<file path="config.mk">
export PLATFORM = sky130hd
export DESIGN_NAME = maxnet_winner_unit_flat
export DESIGN_NICKNAME = d
export VERILOG_FILES = /design/src/rtl/maxnet_winner_unit_if.sv /design/src/rtl/maxnet_winner_unit.sv /design/src/flat_wrapper.sv
export SDC_FILE = /design/constraint.sdc
export NUM_CORES = 1
export LEC_CHECK = 0
export ABC_AREA = 1
export BUFFER_PORTS_ARGS = -buffer_cell sky130_fd_sc_hd__buf_2
export CAP_MARGIN = 10
export CELL_PAD_IN_SITES_DETAIL_PLACEMENT = 0
export CELL_PAD_IN_SITES_GLOBAL_PLACEMENT = 2
export CORE_UTILIZATION = 28
export DETAILED_ROUTE_END_ITERATION = 8
export PLACE_DENSITY_LB_ADDON = 0.1
export SYNTH_ARGS = -nofsm -noshare
export SYNTH_HDL_FRONTEND = slang
export SYNTH_SLANG_ARGS = --single-unit
export TNS_END_PERCENT = 10
</file>
<file path="constraint.sdc">
create_clock -name clk -period 9.9 [get_ports clk]
set_clock_uncertainty 0.1 [all_clocks]
set_input_delay 1.98 -clock clk [delete_from_list [all_inputs] [get_ports clk]]
set_output_delay 1.98 -clock clk [all_outputs]
set_load 0.05 [all_outputs]
</file>
<file path="src/rtl/maxnet_winner_unit_if.sv">
// Result port of the Maxnet winner unit: valid/ready handshake plus the captured result fields.
interface maxnet_winner_unit_if #(
   parameter int unsigned DATA_W = 32,
   parameter int unsigned ITER_W = 8
);
   logic              out_valid;
   logic              out_ready;
   logic [1:0]        winner_idx;
   logic [DATA_W-1:0] winner_val;
   logic [ITER_W-1:0] iter_count;
   logic              timeout;

   modport master (
      output out_valid, winner_idx, winner_val, iter_count, timeout,
      input  out_ready
   );

   modport slave (
      input  out_valid, winner_idx, winner_val, iter_count, timeout,
      output out_ready
   );
endinterface

</file>
<file path="src/rtl/maxnet_winner_unit.sv">
// Result stage for the 4-neuron Maxnet: counts iterations, captures the single surviving neuron
// on done, or falls back to a signed arg-max when the iteration limit is reached.
module maxnet_winner_unit #(
   parameter int unsigned DATA_W   = 32,
   parameter int unsigned MAX_ITER = 64,
   parameter int unsigned ITER_W   = 8
) (
   input  logic                  clk,
   input  logic                  rst,
   input  logic                  start,
   input  logic                  iter_tick,
   input  logic [DATA_W-1:0]     res0,
   input  logic [DATA_W-1:0]     res1,
   input  logic [DATA_W-1:0]     res2,
   input  logic [DATA_W-1:0]     res3,
   input  logic                  done_in,
   maxnet_winner_unit_if.master  out_bus,
   output logic                  busy,
   output logic                  ready_sig
);

   typedef enum logic [1:0] {StIdle, StRun, StHold} state_e;

   localparam logic [ITER_W:0] Limit = (ITER_W + 1)'(MAX_ITER);

   state_e            state_q, state_d;
   logic [ITER_W-1:0] iter_q, iter_d;
   logic [1:0]        idx_q, idx_d;
   logic [DATA_W-1:0] val_q, val_d;
   logic              timeout_q, timeout_d;
   logic              ready_q, ready_d;

   logic [DATA_W-1:0] res [4];
   logic [3:0]        nz;
   logic              one_hot;
   logic [1:0]        done_idx;
   logic [1:0]        max_idx;
   logic [DATA_W-1:0] max_val;
   logic [ITER_W:0]   iter_plus;
   logic [ITER_W-1:0] iter_sat;
   logic              limit_hit;

   assign res[0] = res0;
   assign res[1] = res1;
   assign res[2] = res2;
   assign res[3] = res3;

   // done_in only counts when exactly one neuron survives; otherwise it is a glitch.
   always_comb begin
      for (int i = 0; i < 4; i++) begin
         nz[i] = |res[i];
      end
      one_hot = (nz != 4'd0) && ((nz & (nz - 4'd1)) == 4'd0);
      unique case (nz)
         4'b0001: done_idx = 2'd0;
         4'b0010: done_idx = 2'd1;
         4'b0100: done_idx = 2'd2;
         4'b1000: done_idx = 2'd3;
         default: done_idx = 2'd0;
      endcase
   end

   // Strict greater-than keeps the lowest index on ties.
   always_comb begin
      max_idx = 2'd0;
      max_val = res[0];
      for (int i = 1; i < 4; i++) begin
         if ($signed(res[i]) > $signed(max_val)) begin
            max_idx = 2'(i);
            max_val = res[i];
         end
      end
   end

   assign iter_plus = {1'b0, iter_q} + {{ITER_W{1'b0}}, 1'b1};
   assign iter_sat  = (&iter_q) ? iter_q : iter_plus[ITER_W-1:0];
   assign limit_hit = iter_tick && (iter_plus == Limit);

   always_ff @(posedge clk) begin
      if (rst) begin
         state_q   <= StIdle;
         iter_q    <= '0;
         idx_q     <= '0;
         val_q     <= '0;
         timeout_q <= 1'b0;
         ready_q   <= 1'b0;
      end else begin
         state_q   <= state_d;
         iter_q    <= iter_d;
         idx_q     <= idx_d;
         val_q     <= val_d;
         timeout_q <= timeout_d;
         ready_q   <= ready_d;
      end
   end

   always_comb begin
      state_d   = state_q;
      iter_d    = iter_q;
      idx_d     = idx_q;
      val_d     = val_q;
      timeout_d = timeout_q;
      ready_d   = 1'b0;
      unique case (state_q)
         StIdle: begin
            if (start) begin
               state_d   = StRun;
               iter_d    = '0;
               timeout_d = 1'b0;
            end
         end
         StRun: begin
            if (iter_tick) begin
               iter_d = iter_sat;
            end
            if (done_in && one_hot) begin
               state_d   = StHold;
               idx_d     = done_idx;
               val_d     = res[done_idx];
               timeout_d = 1'b0;
            end else if (limit_hit) begin
               state_d   = StHold;
               idx_d     = max_idx;
               val_d     = max_val;
               timeout_d = 1'b1;
            end
         end
         StHold: begin
            if (out_bus.out_ready) begin
               state_d = StIdle;
               ready_d = 1'b1;
            end
         end
         default: state_d = StIdle;
      endcase
   end

   always_comb begin
      out_bus.out_valid  = (state_q == StHold);
      out_bus.winner_idx = idx_q;
      out_bus.winner_val = val_q;
      out_bus.iter_count = iter_q;
      out_bus.timeout    = timeout_q;
      busy               = (state_q != StIdle);
      ready_sig          = ready_q;
   end

endmodule

</file>
<file path="src/flat_wrapper.sv">
// flat-port wrapper written by rule: the top's interface ports become plain ports
module maxnet_winner_unit_flat 
#(
   parameter int unsigned DATA_W   = 32,
   parameter int unsigned MAX_ITER = 64,
   parameter int unsigned ITER_W   = 8
)
  (clk, rst, start, iter_tick, res0, res1, res2, res3, done_in, busy, ready_sig, out_bus_out_valid, out_bus_winner_idx, out_bus_winner_val, out_bus_iter_count, out_bus_timeout, out_bus_out_ready);
  maxnet_winner_unit_if #(.DATA_W(DATA_W), .ITER_W(ITER_W)) out_bus_i ();
  input  logic clk;
  input  logic rst;
  input  logic start;
  input  logic iter_tick;
  input  logic [DATA_W-1:0] res0;
  input  logic [DATA_W-1:0] res1;
  input  logic [DATA_W-1:0] res2;
  input  logic [DATA_W-1:0] res3;
  input  logic done_in;
  output logic busy;
  output logic ready_sig;
  output wire logic [$bits(out_bus_i.out_valid)-1:0] out_bus_out_valid;
  output wire logic [$bits(out_bus_i.winner_idx)-1:0] out_bus_winner_idx;
  output wire logic [$bits(out_bus_i.winner_val)-1:0] out_bus_winner_val;
  output wire logic [$bits(out_bus_i.iter_count)-1:0] out_bus_iter_count;
  output wire logic [$bits(out_bus_i.timeout)-1:0] out_bus_timeout;
  input wire logic [$bits(out_bus_i.out_ready)-1:0] out_bus_out_ready;
  assign out_bus_out_valid = out_bus_i.out_valid;
  assign out_bus_winner_idx = out_bus_i.winner_idx;
  assign out_bus_winner_val = out_bus_i.winner_val;
  assign out_bus_iter_count = out_bus_i.iter_count;
  assign out_bus_timeout = out_bus_i.timeout;
  assign out_bus_i.out_ready = out_bus_out_ready;
  maxnet_winner_unit #(.DATA_W(DATA_W), .MAX_ITER(MAX_ITER), .ITER_W(ITER_W)) u_core (.clk(clk), .rst(rst), .start(start), .iter_tick(iter_tick), .res0(res0), .res1(res1), .res2(res2), .res3(res3), .done_in(done_in), .out_bus(out_bus_i), .busy(busy), .ready_sig(ready_sig));
endmodule
</file>
* After elaboration in Yosys (flattened, before gate mapping) *
Index checks and enable logic that the tools add are counted.

operators by class
  muxes and demuxes = 28
  equal/unequal tests = 11
  add/subtract/negate cells = 2
  reduce and logical (&&, ||, !) cells = 19
  magnitude comparators = 4
  bitwise logic cells = 3

operators by type and width
  operator             count
  $mux 32              7
  $reduce_or 32->1     4
  $gt 32x32->1         3
  $bmux 32 s2          1
  $mux 8               3
  $mux 2               8
  $pmux 8 s2           1
  $pmux 2 s3           2
  $add 8x1->9 const B  1
  $eq 9x7->1 const B   1
  $reduce_and 8->1     1
  $ne 2x2->1 const B   3
  $reduce_and 3->1     2
  $reduce_bool 2->1    3
  $mux 1               5
  $and 4x4->4          1
  $eq 4x2->1 const B   1
  $eq 4x3->1 const B   1
  $eq 4x4->1 const B   1
  $logic_not 4->1      1
  $reduce_and 4->1     1
  $reduce_bool 4->1    1
  $sub 4x1->4 const B  1
  $ge 3x3->1 const B   1
  11 further kinds     13

storage, ports and cells
  bits in registers = 46
  word-level logic and storage cells = 73

* Depth between registers and ports, before layout *
  word-level depth = 8
  mapped depth = 53
  gate-level depth less buffers = 49

* Worst setup path before layout *
Ideal clock, no wire load.

  path kind = input to register
  from = input res0[31]
  to = register u_core.val_q[5], in the netlist u_core.out_bus.winner_val[5]
  data required time = 9.669 ns
  slack = 2.116 ns
  arrival = 7.553 ns
  buffers on the path = 4
  cell stages on the path = 39
  library setup time = 0.131 ns
  path through = inv_1 -> ha_1 -> nand2_1 -> nor2_2 -> nand2_2 -> nor2_4 -> nand2_2 -> nand2_1 -> nand2_2 -> nand3_2 -> buf_6 -> clkbuf_1 -> nand2_1 -> o21ai_0 -> ha_1 -> a21oi_1 -> o21ai_0 -> a21oi_1 -> [... 3 more ...] -> nand2_4 -> nand3_4 -> buf_6 -> nand2_2 -> nand2_1 -> ha_1 -> nand2_1 -> or4_1 -> nor4_1 -> o21ai_0 -> nand2_1 -> xnor2_1 -> nand2_1 -> clkbuf_1 -> nand3_1 -> nand2_1 -> nand2_1 -> a21oi_2

on the way
  longest elaborated chain between the ends = 8
  elaborated cells on any way between the ends = 25

ends and longest elaborated chain
  element                                           line                                                text
  start: declaration                                flat_wrapper.sv:14                                  input logic [DATA_W-1:0] res0;
  $gt 32x32->1 or $reduce_or 32->1 (tied branches)  maxnet_winner_unit.sv:68, maxnet_winner_unit.sv:51
  $mux 32 (tied with other cells)                   maxnet_winner_unit.sv:68                            if ($signed(res[i]) > $signed(max_val)) begin
  $gt 32x32->1 (tied with other cells)              maxnet_winner_unit.sv:68
  $mux 32 (tied with other cells)                   maxnet_winner_unit.sv:68
  $gt 32x32->1 (tied with other cells)              maxnet_winner_unit.sv:68
  $mux 32 (tied with other cells)                   maxnet_winner_unit.sv:68
  $mux 32 (tied with other cells)                   maxnet_winner_unit.sv:121                           end else if (limit_hit) begin
  $mux 32 or $reduce_and 2->1 (tied branches)       n/a
  end signal: assignment                            maxnet_winner_unit.sv:91                            val_q <= val_d;
  end: declaration                                  maxnet_winner_unit.sv:29                            logic [DATA_W-1:0] val_q, val_d;

Several ways; a longest one is shown, not always the timed one. The select of a mux whose other input is x is not followed.
A chain may end at the register's enable or synchronous reset.

* Final worst setup path *
  from = input res0[31]
  to = register u_core.val_q[15], in the netlist u_core.out_bus.winner_val[15]

The elaborated chain is that of the path after synthesis.

==> results.json <==
{
  "drc": 0,
  "insertion_delay_ns": 0.30,
  "slowest_stage": "or4_1",
  "rows": 58,
  "root_buffer": "clkbuf_16",
  "cts_sinks": 46,
  "switching_share_pct": 51.7,
  "synth-edff-count": 0,
  "die_h_um": 162,
  "cp-end-kind": "flip-flop",
  "grt_antenna_before_repair": 0,
  "first_pass_iters": 5,
  "area_delta_synth_final_pct": 18.9,
  "syn_area_per_cell_um2": 5.81,
  "grt_max_degree": 47,
  "relSlewSlack_pct": 32.0,
  "regToRegStartpoint": "u_core.out_bus.iter_count[0]",
  "ys_types": 41,
  "ys.flop_type": "dfxtp_1",
  "r2r_slack_ns": 6.75,
  "wl_per_cell_um": 19.0,
  "postCtsResizedCells": 0,
  "totalWireLength_mm": 32.6,
  "clockBufferDepth": 2,
  "drt-initial-drc-count": 515,
  "clkTransAtPathRegs_ns": 0.07,
  "synth_area_um2": 7210,
  "initial_utilization_pct": 28.6,
  "cp_common_cell": "nand2_1",
  "slowest_delay_ns": 0.55,
  "hold_violations": 0,
  "grt_first_pass_wirelength_mm": 49.8,
  "p_comb_share_pct": 65.7,
  "p_sw_mw": 0.589,
  "grt.total_usage_pct": 24.7,
  "drtAntennaViolNets": 0,
  "drv_slew": 0,
  "crit_start": "res0[31]",
  "finalCritPeriodShare_pct": 93.2,
  "sequentialPowerShare_pct": 16.8,
  "drv_cap": 0,
  "cts.htree.levels": 2,
  "fp.dieArea_um2": 26400,
  "synth-async-reset-ratio_pct": 0,
  "grt_overflow_total": 0,
  "p_leak_nw": 4.57,
  "clock.fmax_mhz": 108,
  "tns_ns": 0,
  "antennaDiodeCount": 0,
  "syn_inst": 1240,
  "internal_power_mw": 0.551,
  "postCtsHoldBufs": 0,
  "layout.nets": 1611,
  "tritoncts": "yes",
  "outcome": "completed",
  "ys_warn_count": 0,
  "setup_viol": 0,
  "final_cell_mix": "338 x nand2_1, 179 x buf_2, 168 x inv_1, 148 x a21oi_1, 110 x nand3_1",
  "synth_fp_nets": 1470,
  "drive_above_1_share_pct": 17.3,
  "worst_pin_slew_ns": 1.02,
  "io_pins": 180,
  "hp-class": "reg -> reg",
  "final_util_pct": 34.0,
  "die_x_um": 162,
  "ys_ff_latch": 46,
  "worst-path-max-fanout": 35,
  "powerDensity_nw_per_um2": 133,
  "yosysSeqAreaShare_pct": 12.8,
  "reg2reg_to": "u_core.out_bus.winner_idx[0]",
  "cp.arrival_ns": 9.35,
  "numCtsBuffers": 5,
  "critPathRequiredTime_ns": 10.02,
  "rsz0062_at_grt": "no",
  "vias": 8805,
  "postCtsSetupRepairBufs": 0,
  "port_buffers": 179,
  "ir_drop_mv": 0.0918,
  "setup.worst_path.end": "u_core.out_bus.winner_val[15]",
  "fin_crit_ns": 9.23,
  "core-area_um2": 25200,
  "routed_via_density": 5.14,
  "place_congestion": 0.942,
  "start_kind": "input pin",
  "final_common_cell": "nand2_1",
  "dp_hpwl_mm": 27.0,
  "grt_pass1_vias": 8442,
  "clkPwrFrac_pct": 17.5,
  "critical_path_class": "in -> reg",
  "rr_worst_depth": 14
}
==> power by group through the flow <==
stage	clock, mW	combinational, mW	sequential [mW]
6_report	0.200	0.749	0.191
5_1_grt	0.214	0.847	0.192
4_1_cts	0.208	0.742	0.191
3_5_place_dp	0	0.738	0.196
3_3_place_gp	0	0.745	0.196
2_1_floorplan	0	0.492	0.206
==> layout make-up <==
class                           instances  area (µm²)
Multi-Input combinational cell        963        5410
Timing Repair Buffer                  191         998
Sequential cell                        46         921
Inverter                              174         653
Fill cell                            2907       16600
Clock inverter                          3        43.8
Tap cell                              330         413
Clock buffer                            5         125
==> state kept, by name (all words and copies together) (netlist names) <==
name                       cells
u_core.out_bus.winner_val     32
u_core.out_bus.iter_count      8
u_core.out_bus.winner_idx      2
u_core.state_q                 2
u_core.out_bus.timeout         1
u_core.ready_sig               1
==> through the flow <==
step	cells	hold WS (ns)	cell area (µm²)	power [mW]	setup slack, ns
detailed placement	1703	0.353	8390	0.934	0.0282
global route	1712	0.383	8570	1.25	0.0129
floorplan	1240	0.344	7210	0.698	2.12
finish	1712	0.361	8570	1.14	0.672
global placement	1703	0.350	8390	0.940	0.140
CTS	1711	0.364	8560	1.14	0.335
==> Yosys cell counts (2+ instances only) <==
library cell  number  area share, %
a2111oi_0          2           0.24
a211oi_1          11            1.1
a21oi_1          148             10
a21oi_2            3           0.36
buf_2             12           0.83
buf_6              4           0.63
clkbuf_1          41            2.1
dfxtp_1           46             13
ha_1              96             17
inv_1            168            8.8
inv_2              6           0.31
nand2_1          338             18
nand2_2           13            1.1
nand3_1          110            7.6
nand3_2            3           0.42
nand4_1           51            4.4
nor2_1            38            2.0
nor2_2             4           0.35
nor3_1             4           0.28
nor4_1            38            3.3
o211ai_1           2           0.21
o21a_1             3           0.31
o21ai_0           73            5.1
o21ai_1            2           0.14
o31ai_1            2           0.21
or4_1              2           0.21
xnor2_1            2           0.24
xor2_1             5           0.61
==> critical path, delay by kind of cell <==
family,cells,cell delay (ns)
simple gates,18,3.35
compound gates,9,1.84
buf+inv,5,1.09
fa+ha+maj,3,1.07
==> worst min path at each step <==
stage | start | endpoint | slack [ns] | cells past startpoint
after floorplan | u_core.state_q[0] | u_core.ready_sig | 0.34 | 1
after global placement | u_core.out_bus.winner_val[28] | u_core.out_bus.winner_val[28] | 0.35 | 2
after detailed placement | u_core.out_bus.winner_val[19] | u_core.out_bus.winner_val[19] | 0.35 | 2
after CTS | u_core.out_bus.winner_val[19] | u_core.out_bus.winner_val[19] | 0.36 | 2
after global routing | u_core.out_bus.winner_val[13] | u_core.out_bus.winner_val[13] | 0.38 | 2
final | u_core.out_bus.winner_val[23] | u_core.out_bus.winner_val[23] | 0.36 | 2
==> cell families (layout without fill, tap and decap cells) <==
| logic type | Yosys count | count (layout) | share of synthesized area (%) |
|---|---|---|---|
| adders and majority gates | 96 | 96 | 16.7 |
| xor gates and xnor gates | 7 | 7 | 0.851 |
| and+or+nand+nor | 609 | 610 | 38.6 |
| AOI/OAI and AO/OA | 250 | 250 | 18.4 |
| DFF | 46 | 46 | 12.8 |
| buffers and inverters | 232 | 373 | 12.7 |
==> per-layer routing <==
| layer | GRT usage, % | share of wire [%] | vias to the layer above |
|---|---|---|---|
| li1 | - | - | 4470 |
| met5 | 0 | 0 | - |
| met4 | 4.29 | 1.2 | 0 |
| met3 | 2.44 | 5.1 | 20 |
| met2 | 39.9 | 44 | 272 |
| met1 | 35.5 | 50 | 4043 |
Power figures use the tool's default switching activity.
